===== src/rtl/sbox_share_ctrl_if.sv =====
// rtl/sbox_share_ctrl_if.sv - request/response bundle for the shared S-box controller
// Purpose: groups the SubBytes (sb_*) and SubWord (sw_*) handshakes plus busy.
// Ports (master = requester side, slave = controller side):
//   sb_valid/sb_ready/sb_data[127:0]  SubBytes request
//   sb_out_valid/sb_out[127:0]        SubBytes result pulse
//   sw_valid/sw_ready/sw_word[31:0]   SubWord request
//   sw_out_valid/sw_out[31:0]         SubWord result pulse
//   busy                              SubBytes in progress
interface sbox_share_ctrl_if;
  logic         sb_valid;
  logic         sb_ready;
  logic [127:0] sb_data;
  logic         sb_out_valid;
  logic [127:0] sb_out;
  logic         sw_valid;
  logic         sw_ready;
  logic [31:0]  sw_word;
  logic         sw_out_valid;
  logic [31:0]  sw_out;
  logic         busy;

  modport master (
    output sb_valid, sb_data, sw_valid, sw_word,
    input  sb_ready, sb_out_valid, sb_out, sw_ready, sw_out_valid, sw_out, busy
  );

  modport slave (
    input  sb_valid, sb_data, sw_valid, sw_word,
    output sb_ready, sb_out_valid, sb_out, sw_ready, sw_out_valid, sw_out, busy
  );
endinterface


===== src/rtl/sbox_share_ctrl.sv =====
// rtl/sbox_share_ctrl.sv - one bank of SB_LANES AES S-boxes shared by SubBytes and SubWord
// Purpose: SubBytes is processed SB_LANES bytes per cycle over 16/SB_LANES cycles;
//   SubWord uses lanes 0..3 in a single cycle while the controller is idle.
// Ports: clk, rst_n (async, active low), bus (sbox_share_ctrl_if.slave).
// Option: define RR_ARB_EN for round-robin arbitration on simultaneous requests;
//   otherwise SubWord always wins a tie.

// Byte S-box: multiplicative inverse in GF(2^8) (as x^254) followed by the affine map.
module sbox (
  input  logic [7:0] value,
  output logic [7:0] result
);
  localparam logic [7:0] AFF_C = 8'h63;

  function automatic logic [7:0] gf_mul(input logic [7:0] a, input logic [7:0] b);
    logic [7:0] p;
    logic [7:0] aa;
    p  = '0;
    aa = a;
    for (int i = 0; i < 8; i++) begin
      if (b[i]) p = p ^ aa;
      aa = {aa[6:0], 1'b0} ^ (aa[7] ? 8'h1b : 8'h00);
    end
    return p;
  endfunction

  logic [7:0] inv;

  always_comb begin
    logic [7:0] sq;
    sq  = gf_mul(value, value);
    inv = sq;
    // x^254 = x^2 * x^4 * ... * x^128
    for (int k = 0; k < 6; k++) begin
      sq  = gf_mul(sq, sq);
      inv = gf_mul(inv, sq);
    end
    for (int i = 0; i < 8; i++) begin
      result[i] = inv[i] ^ inv[(i + 4) % 8] ^ inv[(i + 5) % 8] ^
                  inv[(i + 6) % 8] ^ inv[(i + 7) % 8] ^ AFF_C[i];
    end
  end
endmodule

module sbox_share_ctrl #(
  parameter int SB_LANES = 4
) (
  input  logic              clk,
  input  logic              rst_n,
  sbox_share_ctrl_if.slave  bus
);
  localparam int NCYC = 16 / SB_LANES;
  localparam int CW   = (NCYC > 1) ? $clog2(NCYC) : 1;
  localparam int W    = SB_LANES * 8;

  typedef enum logic [0:0] {IDLE, SB_RUN} state_t;

  state_t          state_q, state_d;
  logic [CW-1:0]   cnt_q, cnt_d;
  logic [127:0]    st_q, st_d;
  logic [127:0]    sb_out_q, sb_out_d;
  logic [31:0]     sw_out_q, sw_out_d;
  logic            sb_out_valid_q, sb_out_valid_d;
  logic            sw_out_valid_q, sw_out_valid_d;
`ifdef RR_ARB_EN
  // 0 = SB granted last, 1 = SW granted last
  logic            last_grant_q, last_grant_d;
`endif

  logic [W-1:0]    bank_in;
  logic [W-1:0]    bank_out;
  logic [7:0]      base;
  logic            sw_acc;
  logic            sb_acc;

  for (genvar g = 0; g < SB_LANES; g++) begin : g_bank
    sbox u_sbox (
      .value  (bank_in[g*8 +: 8]),
      .result (bank_out[g*8 +: 8])
    );
  end

  always_comb begin
    state_d        = state_q;
    cnt_d          = cnt_q;
    st_d           = st_q;
    sb_out_d       = sb_out_q;
    sw_out_d       = sw_out_q;
    sb_out_valid_d = 1'b0;
    sw_out_valid_d = 1'b0;
    bus.sb_ready   = 1'b0;
    bus.sw_ready   = 1'b0;
    bank_in        = '0;
    base           = 8'(cnt_q) * 8'(W);
`ifdef RR_ARB_EN
    last_grant_d   = last_grant_q;
`endif

    if (state_q == IDLE) begin
      // Lanes above 3 carry zeros while idle; their results are ignored.
      bank_in[31:0] = bus.sw_word;
`ifdef RR_ARB_EN
      if (bus.sb_valid && bus.sw_valid && last_grant_q) begin
        bus.sb_ready = 1'b1;
        bus.sw_ready = 1'b0;
      end else begin
        bus.sw_ready = 1'b1;
        bus.sb_ready = !bus.sw_valid;
      end
`else
      bus.sw_ready = 1'b1;
      bus.sb_ready = !bus.sw_valid;
`endif
    end else begin
      bank_in = st_q[base +: W];
    end

    sw_acc = bus.sw_valid && bus.sw_ready;
    sb_acc = bus.sb_valid && bus.sb_ready;

    if (sw_acc) begin
      sw_out_d       = bank_out[31:0];
      sw_out_valid_d = 1'b1;
`ifdef RR_ARB_EN
      last_grant_d   = 1'b1;
`endif
    end

    if (sb_acc) begin
      st_d    = bus.sb_data;
      cnt_d   = '0;
      state_d = SB_RUN;
`ifdef RR_ARB_EN
      last_grant_d = 1'b0;
`endif
    end

    if (state_q == SB_RUN) begin
      st_d[base +: W] = bank_out;
      cnt_d           = cnt_q + CW'(1);
      if (cnt_q == CW'(NCYC - 1)) begin
        sb_out_d       = st_d;
        sb_out_valid_d = 1'b1;
        cnt_d          = '0;
        state_d        = IDLE;
      end
    end
  end

  always_ff @(posedge clk or negedge rst_n) begin
    if (!rst_n) begin
      state_q        <= IDLE;
      cnt_q          <= '0;
      st_q           <= '0;
      sb_out_q       <= '0;
      sw_out_q       <= '0;
      sb_out_valid_q <= 1'b0;
      sw_out_valid_q <= 1'b0;
`ifdef RR_ARB_EN
      last_grant_q   <= 1'b0;
`endif
    end else begin
      state_q        <= state_d;
      cnt_q          <= cnt_d;
      st_q           <= st_d;
      sb_out_q       <= sb_out_d;
      sw_out_q       <= sw_out_d;
      sb_out_valid_q <= sb_out_valid_d;
      sw_out_valid_q <= sw_out_valid_d;
`ifdef RR_ARB_EN
      last_grant_q   <= last_grant_d;
`endif
    end
  end

  assign bus.sb_out       = sb_out_q;
  assign bus.sw_out       = sw_out_q;
  assign bus.sb_out_valid = sb_out_valid_q;
  assign bus.sw_out_valid = sw_out_valid_q;
  assign bus.busy         = (state_q == SB_RUN);
endmodule

===== src/flat_wrapper.sv =====
// flat-port wrapper written by rule: the top's interface ports become plain ports
module sbox_share_ctrl_flat 
#(
  parameter int SB_LANES = 4
)
  (clk, rst_n, bus_sb_valid, bus_sb_data, bus_sw_valid, bus_sw_word, bus_sb_ready, bus_sb_out_valid, bus_sb_out, bus_sw_ready, bus_sw_out_valid, bus_sw_out, bus_busy);
  sbox_share_ctrl_if bus_i ();
  input  logic clk;
  input  logic rst_n;
  input wire logic [$bits(bus_i.sb_valid)-1:0] bus_sb_valid;
  input wire logic [$bits(bus_i.sb_data)-1:0] bus_sb_data;
  input wire logic [$bits(bus_i.sw_valid)-1:0] bus_sw_valid;
  input wire logic [$bits(bus_i.sw_word)-1:0] bus_sw_word;
  output wire logic [$bits(bus_i.sb_ready)-1:0] bus_sb_ready;
  output wire logic [$bits(bus_i.sb_out_valid)-1:0] bus_sb_out_valid;
  output wire logic [$bits(bus_i.sb_out)-1:0] bus_sb_out;
  output wire logic [$bits(bus_i.sw_ready)-1:0] bus_sw_ready;
  output wire logic [$bits(bus_i.sw_out_valid)-1:0] bus_sw_out_valid;
  output wire logic [$bits(bus_i.sw_out)-1:0] bus_sw_out;
  output wire logic [$bits(bus_i.busy)-1:0] bus_busy;
  assign bus_i.sb_valid = bus_sb_valid;
  assign bus_i.sb_data = bus_sb_data;
  assign bus_i.sw_valid = bus_sw_valid;
  assign bus_i.sw_word = bus_sw_word;
  assign bus_sb_ready = bus_i.sb_ready;
  assign bus_sb_out_valid = bus_i.sb_out_valid;
  assign bus_sb_out = bus_i.sb_out;
  assign bus_sw_ready = bus_i.sw_ready;
  assign bus_sw_out_valid = bus_i.sw_out_valid;
  assign bus_sw_out = bus_i.sw_out;
  assign bus_busy = bus_i.busy;
  sbox_share_ctrl #(.SB_LANES(SB_LANES)) u_core (.clk(clk), .rst_n(rst_n), .bus(bus_i));
endmodule

===== config.mk =====
export PLATFORM = sky130hd
export DESIGN_NAME = sbox_share_ctrl_flat
export DESIGN_NICKNAME = d
export VERILOG_FILES = /design/src/rtl/sbox_share_ctrl_if.sv /design/src/rtl/sbox_share_ctrl.sv /design/src/flat_wrapper.sv
export SDC_FILE = /design/constraint.sdc
export NUM_CORES = 2
export LEC_CHECK = 0
export CAP_MARGIN = 15
export CORE_ASPECT_RATIO = 0.6
export CORE_MARGIN = 2
export CORE_UTILIZATION = 50
export DETAILED_ROUTE_END_ITERATION = 6
export MAX_ROUTING_LAYER = met4
export PLACE_DENSITY = 0.77
export SYNTH_ARGS = -nofsm -noshare
export SYNTH_HDL_FRONTEND = slang
export SYNTH_HIERARCHICAL = 1
export SYNTH_SLANG_ARGS = --single-unit

===== constraint.sdc =====
create_clock -name clk -period 16.24 [get_ports clk]
set_input_delay 3.248 -clock clk [delete_from_list [all_inputs] [get_ports clk]]
set_output_delay 3.248 -clock clk [all_outputs]
set_load 0.02 [all_outputs]

==> impl_results.md <==
* Outcome: finished, violations left
* Failing checks: negative setup slack
* Largest net degree at the start of global routing at 89
* Starting Density at 0.504
* Yosys top cell by area: xnor2_1
* Antenna viol nets, final at 0
* Startpoint types: input pin
* Gate Count Post-Synth at 9187
* Skew-Pair Late Insertion Delay at 660 ps
* 1st-pass router iterations at 7
* Fin crit period at 17020 ps
* Drt via density at 6.16
* Register bit total from synthesis at 293
* Num CTS Buffers at 34
* H-tree levels at 2
* Top post-synthesis cells by area: xnor2_1, xnor3_1, dfrtp_1
* Async S/R FF share, synth at 1.00
* CTS tree: yes
* Die W at 510 µm
* RSZ-0062 raised after global routing: true
* Seq/Total Area, Yosys at 0.0954
* Iter 0 DRT Violations at 11600
* TritonCTS Sinks at 293
* First-pass GRT wire length at 495 mm
* Syn_nets at 9385
* Die height at 308 µm
* Final-report hold violation count at 0
* Hold crit path type: register to register
* Setup Viol. Count Final at 288
* Nets@finish at 12200
* WP buf/inv at 20
* RD Place Congestion at 1.05
* Setup slack, reg-to-reg at 110 ps
* Crit path capture type: register
* Worst-Margin Slew at 1220 ps
* Proportion of layout cells with a drive suffix above 1 at 0.413
* Synth cell types at 116
* Sequential cell area at 7340 µm²
* Final wirelength at 337 mm
* Crit-path max FO at 7
* Slew HR at 0.186
* Crit-path max cell delay at 570 ps
* Vias in the first global route at 81500
* Critical Path Most Common Cell: buf_6
* Final worst setup slack at -776 ps
* Fmax at 0.0588 GHz
* Routed length per instance at 24.0 µm
* CP max-delay cell: xor3_2
* Maximum root-to-sink buffer count at 3
* GR Overflow Total at 0
* Total negative setup slack at -97700 ps
* Clock Pin Slew Worst Setup and Hold Paths at 70 ps
* Core Footprint at 153000 µm²
* I/O pin count at 329
* Top FF cell, synth: dfrtp_1
* Top cell type's share of synthesized area at 0.166
* Initial antenna violation count at 13
* CP arrival at 17510 ps
* Synth warn at 6
* Setup Crit Path Kind: input pin to register
* Fillcell total at 10600
* Required @ worst endpoint at 16740 ps
* Root Driver: clkbuf_16
* Family with the most delay on the worst path: XOR/XNOR gates
* PortBufs at 328
* CTS Hold Buffers Added at 0
* Die area at 157000 µm²
* Crit share post-route at 1.05
* Mapped Area at 76900 µm²
* EDFF count, synth at 0
* Total track usage at 0.416
* Max-slew violation count at 0
* Clock Skews at 38.2 ps
* Synthesized area per cell at 8.37 µm²
* P&R area growth vs syn at 49.4%
* Dpl hpwl at 247 mm
* Rows at 111
* Via count at 86900
* # Max-Cap Violations at 0
* Area of the multi-input gates at 74500 µm²
* DRC Markers at 0
cell usage in the layout, fill, tap and decap left out, types with 65 or more instances in the layout:
cell type / n
xnor3_1: 244
xnor2_4: 152
xnor3_2: 200
buf_4: 2782
nand2_1: 809
o211ai_1: 76
xor2_2: 67
clkdlybuf4s50_1: 303
a31oi_1: 74
xnor2_1: 1162
nor2_2: 72
dfrtp_1: 290
nor2_1: 1079
nand3_1: 199
xor2_1: 244
inv_1: 65
a32oi_1: 75
o2bb2ai_1: 129
o21ai_0: 297
buf_12: 92
xnor2_2: 330
o22ai_1: 89
nor3_1: 191
buf_6: 236
a21oi_1: 333
mux2i_1: 327
o21ai_1: 126
a22oi_1: 103
metrics by stage:
step / util / area (µm²) / instances / hold slack [ps] / setup WS (ps)
final: 0.752 / 115000 / 14100 / 492 / -776
after global routing: 0.752 / 115000 / 14100 / 531 / -914
after CTS: 0.729 / 111000 / 13900 / 492 / -70.9
after detailed placement: 0.663 / 101000 / 13400 / 483 / -1920
after global placement: 0.663 / 101000 / 13400 / 477 / -1740
after floorplan: - / 79400 / 9187 / 526 / -65.0
layer usage:
layer  track usage  wire, µm  vias to the layer above
li1              -         -                    38300
met1         0.595    142000                    42000
met2         0.550    135000                     5737
met3         0.131     47900                      775
met4         0.128     12700                        0
met5             -         0                        -
what timing repair did:
item,in CTS,in global routing
endpoints found under the hold margin,0,0
endpoints found under the setup margin,288,288
gates resized for setup,1084,434
pin swaps,408,253
gates cloned,11,1
buffers inserted,440,177
flip-flops by register name (all words and copies together) (netlist names):
register                 cells
u_core/bus.busy              1
u_core/bus.sb_out          128
u_core/bus.sb_out_valid      1
u_core/bus.sw_out           32
u_core/bus.sw_out_valid      1
u_core/cnt_q                 2
u_core/st_q                128
worst paths after layout:
path / startpoint / endpoint / depth (start not counted)
min in group asynchronous: rst_n / u_core/bus.sw_out[30]$_DFFE_PN0P_ / 1
hold / removal: u_core/bus.sb_out[112]$_DFFE_PN0P_ / u_core/bus.sb_out[112]$_DFFE_PN0P_ / 2
max in group asynchronous: rst_n / u_core/bus.sb_out[106]$_DFFE_PN0P_ / 4
setup / recovery: bus_sw_word[22] / u_core/bus.sb_out[87]$_DFFE_PN0P_ / 66
hold reg to reg: u_core/bus.sb_out[112]$_DFFE_PN0P_ / u_core/bus.sb_out[112]$_DFFE_PN0P_ / 2
setup reg to reg: u_core/cnt_q[0]$_DFFE_PN0P_ / u_core/bus.sb_out[87]$_DFFE_PN0P_ / 64
cell usage after synthesis, types with 40 or more instances:
cell,count
a21oi_1,388
xnor3_1,376
xor2_1,312
a211oi_1,80
dfrtp_1,293
and3_1,73
xnor2_1,1456
mux4_2,44
xnor2_2,152
a21o_1,52
mux2_2,96
nand4_1,40
inv_1,80
nor3_1,220
nor4_1,76
nand3_1,208
o22ai_1,101
o211ai_1,76
nand2b_1,47
buf_6,72
buf_4,89
clkbuf_1,313
or3_1,52
o2bb2ai_1,131
nor2_1,1182
mux2i_1,356
nand2_1,841
a31oi_1,88
o21ai_1,71
xnor3_2,68
o21ai_0,381
a32oi_1,76
and2_1,67
buf_2,136
xor3_1,52
xor2_2,48
a22oi_1,128
worst min-delay path, stage by stage, from the launching register on:
cell and delay [ps]:
dfrtp_1 340, a32oi_1 50, o21ai_0 70
area by class of cell:
cell class	count	share of cell area
inverters	98	0.00336
flip-flops and latches	293	0.0639
multi-input cells	8140	0.648
repair buffers	3453	0.252
diodes	9	0.000196
well taps	2034	0.0222
clock buffers	43	0.00815
clock inverters	18	0.00166
cells by family (layout without fill, tap and decap cells):
family | Yosys count | after routing | share of synthesized area
AOI/OAI and AO/OA | 2006 | 2006 | 0.178
xor gates and xnor gates | 2516 | 2516 | 0.409
adders and majority gates | 34 | 34 | 0.00553
buffers and inverters | 760 | 3612 | 0.0527
DFF | 293 | 293 | 0.0954
muxes | 512 | 513 | 0.0762
other | 0 | 9 | 0
and+or+nand+nor | 3066 | 3071 | 0.183
Power is not shown: default switching activity piles up to over one toggle a cycle in this logic, so the estimate is an artifact.
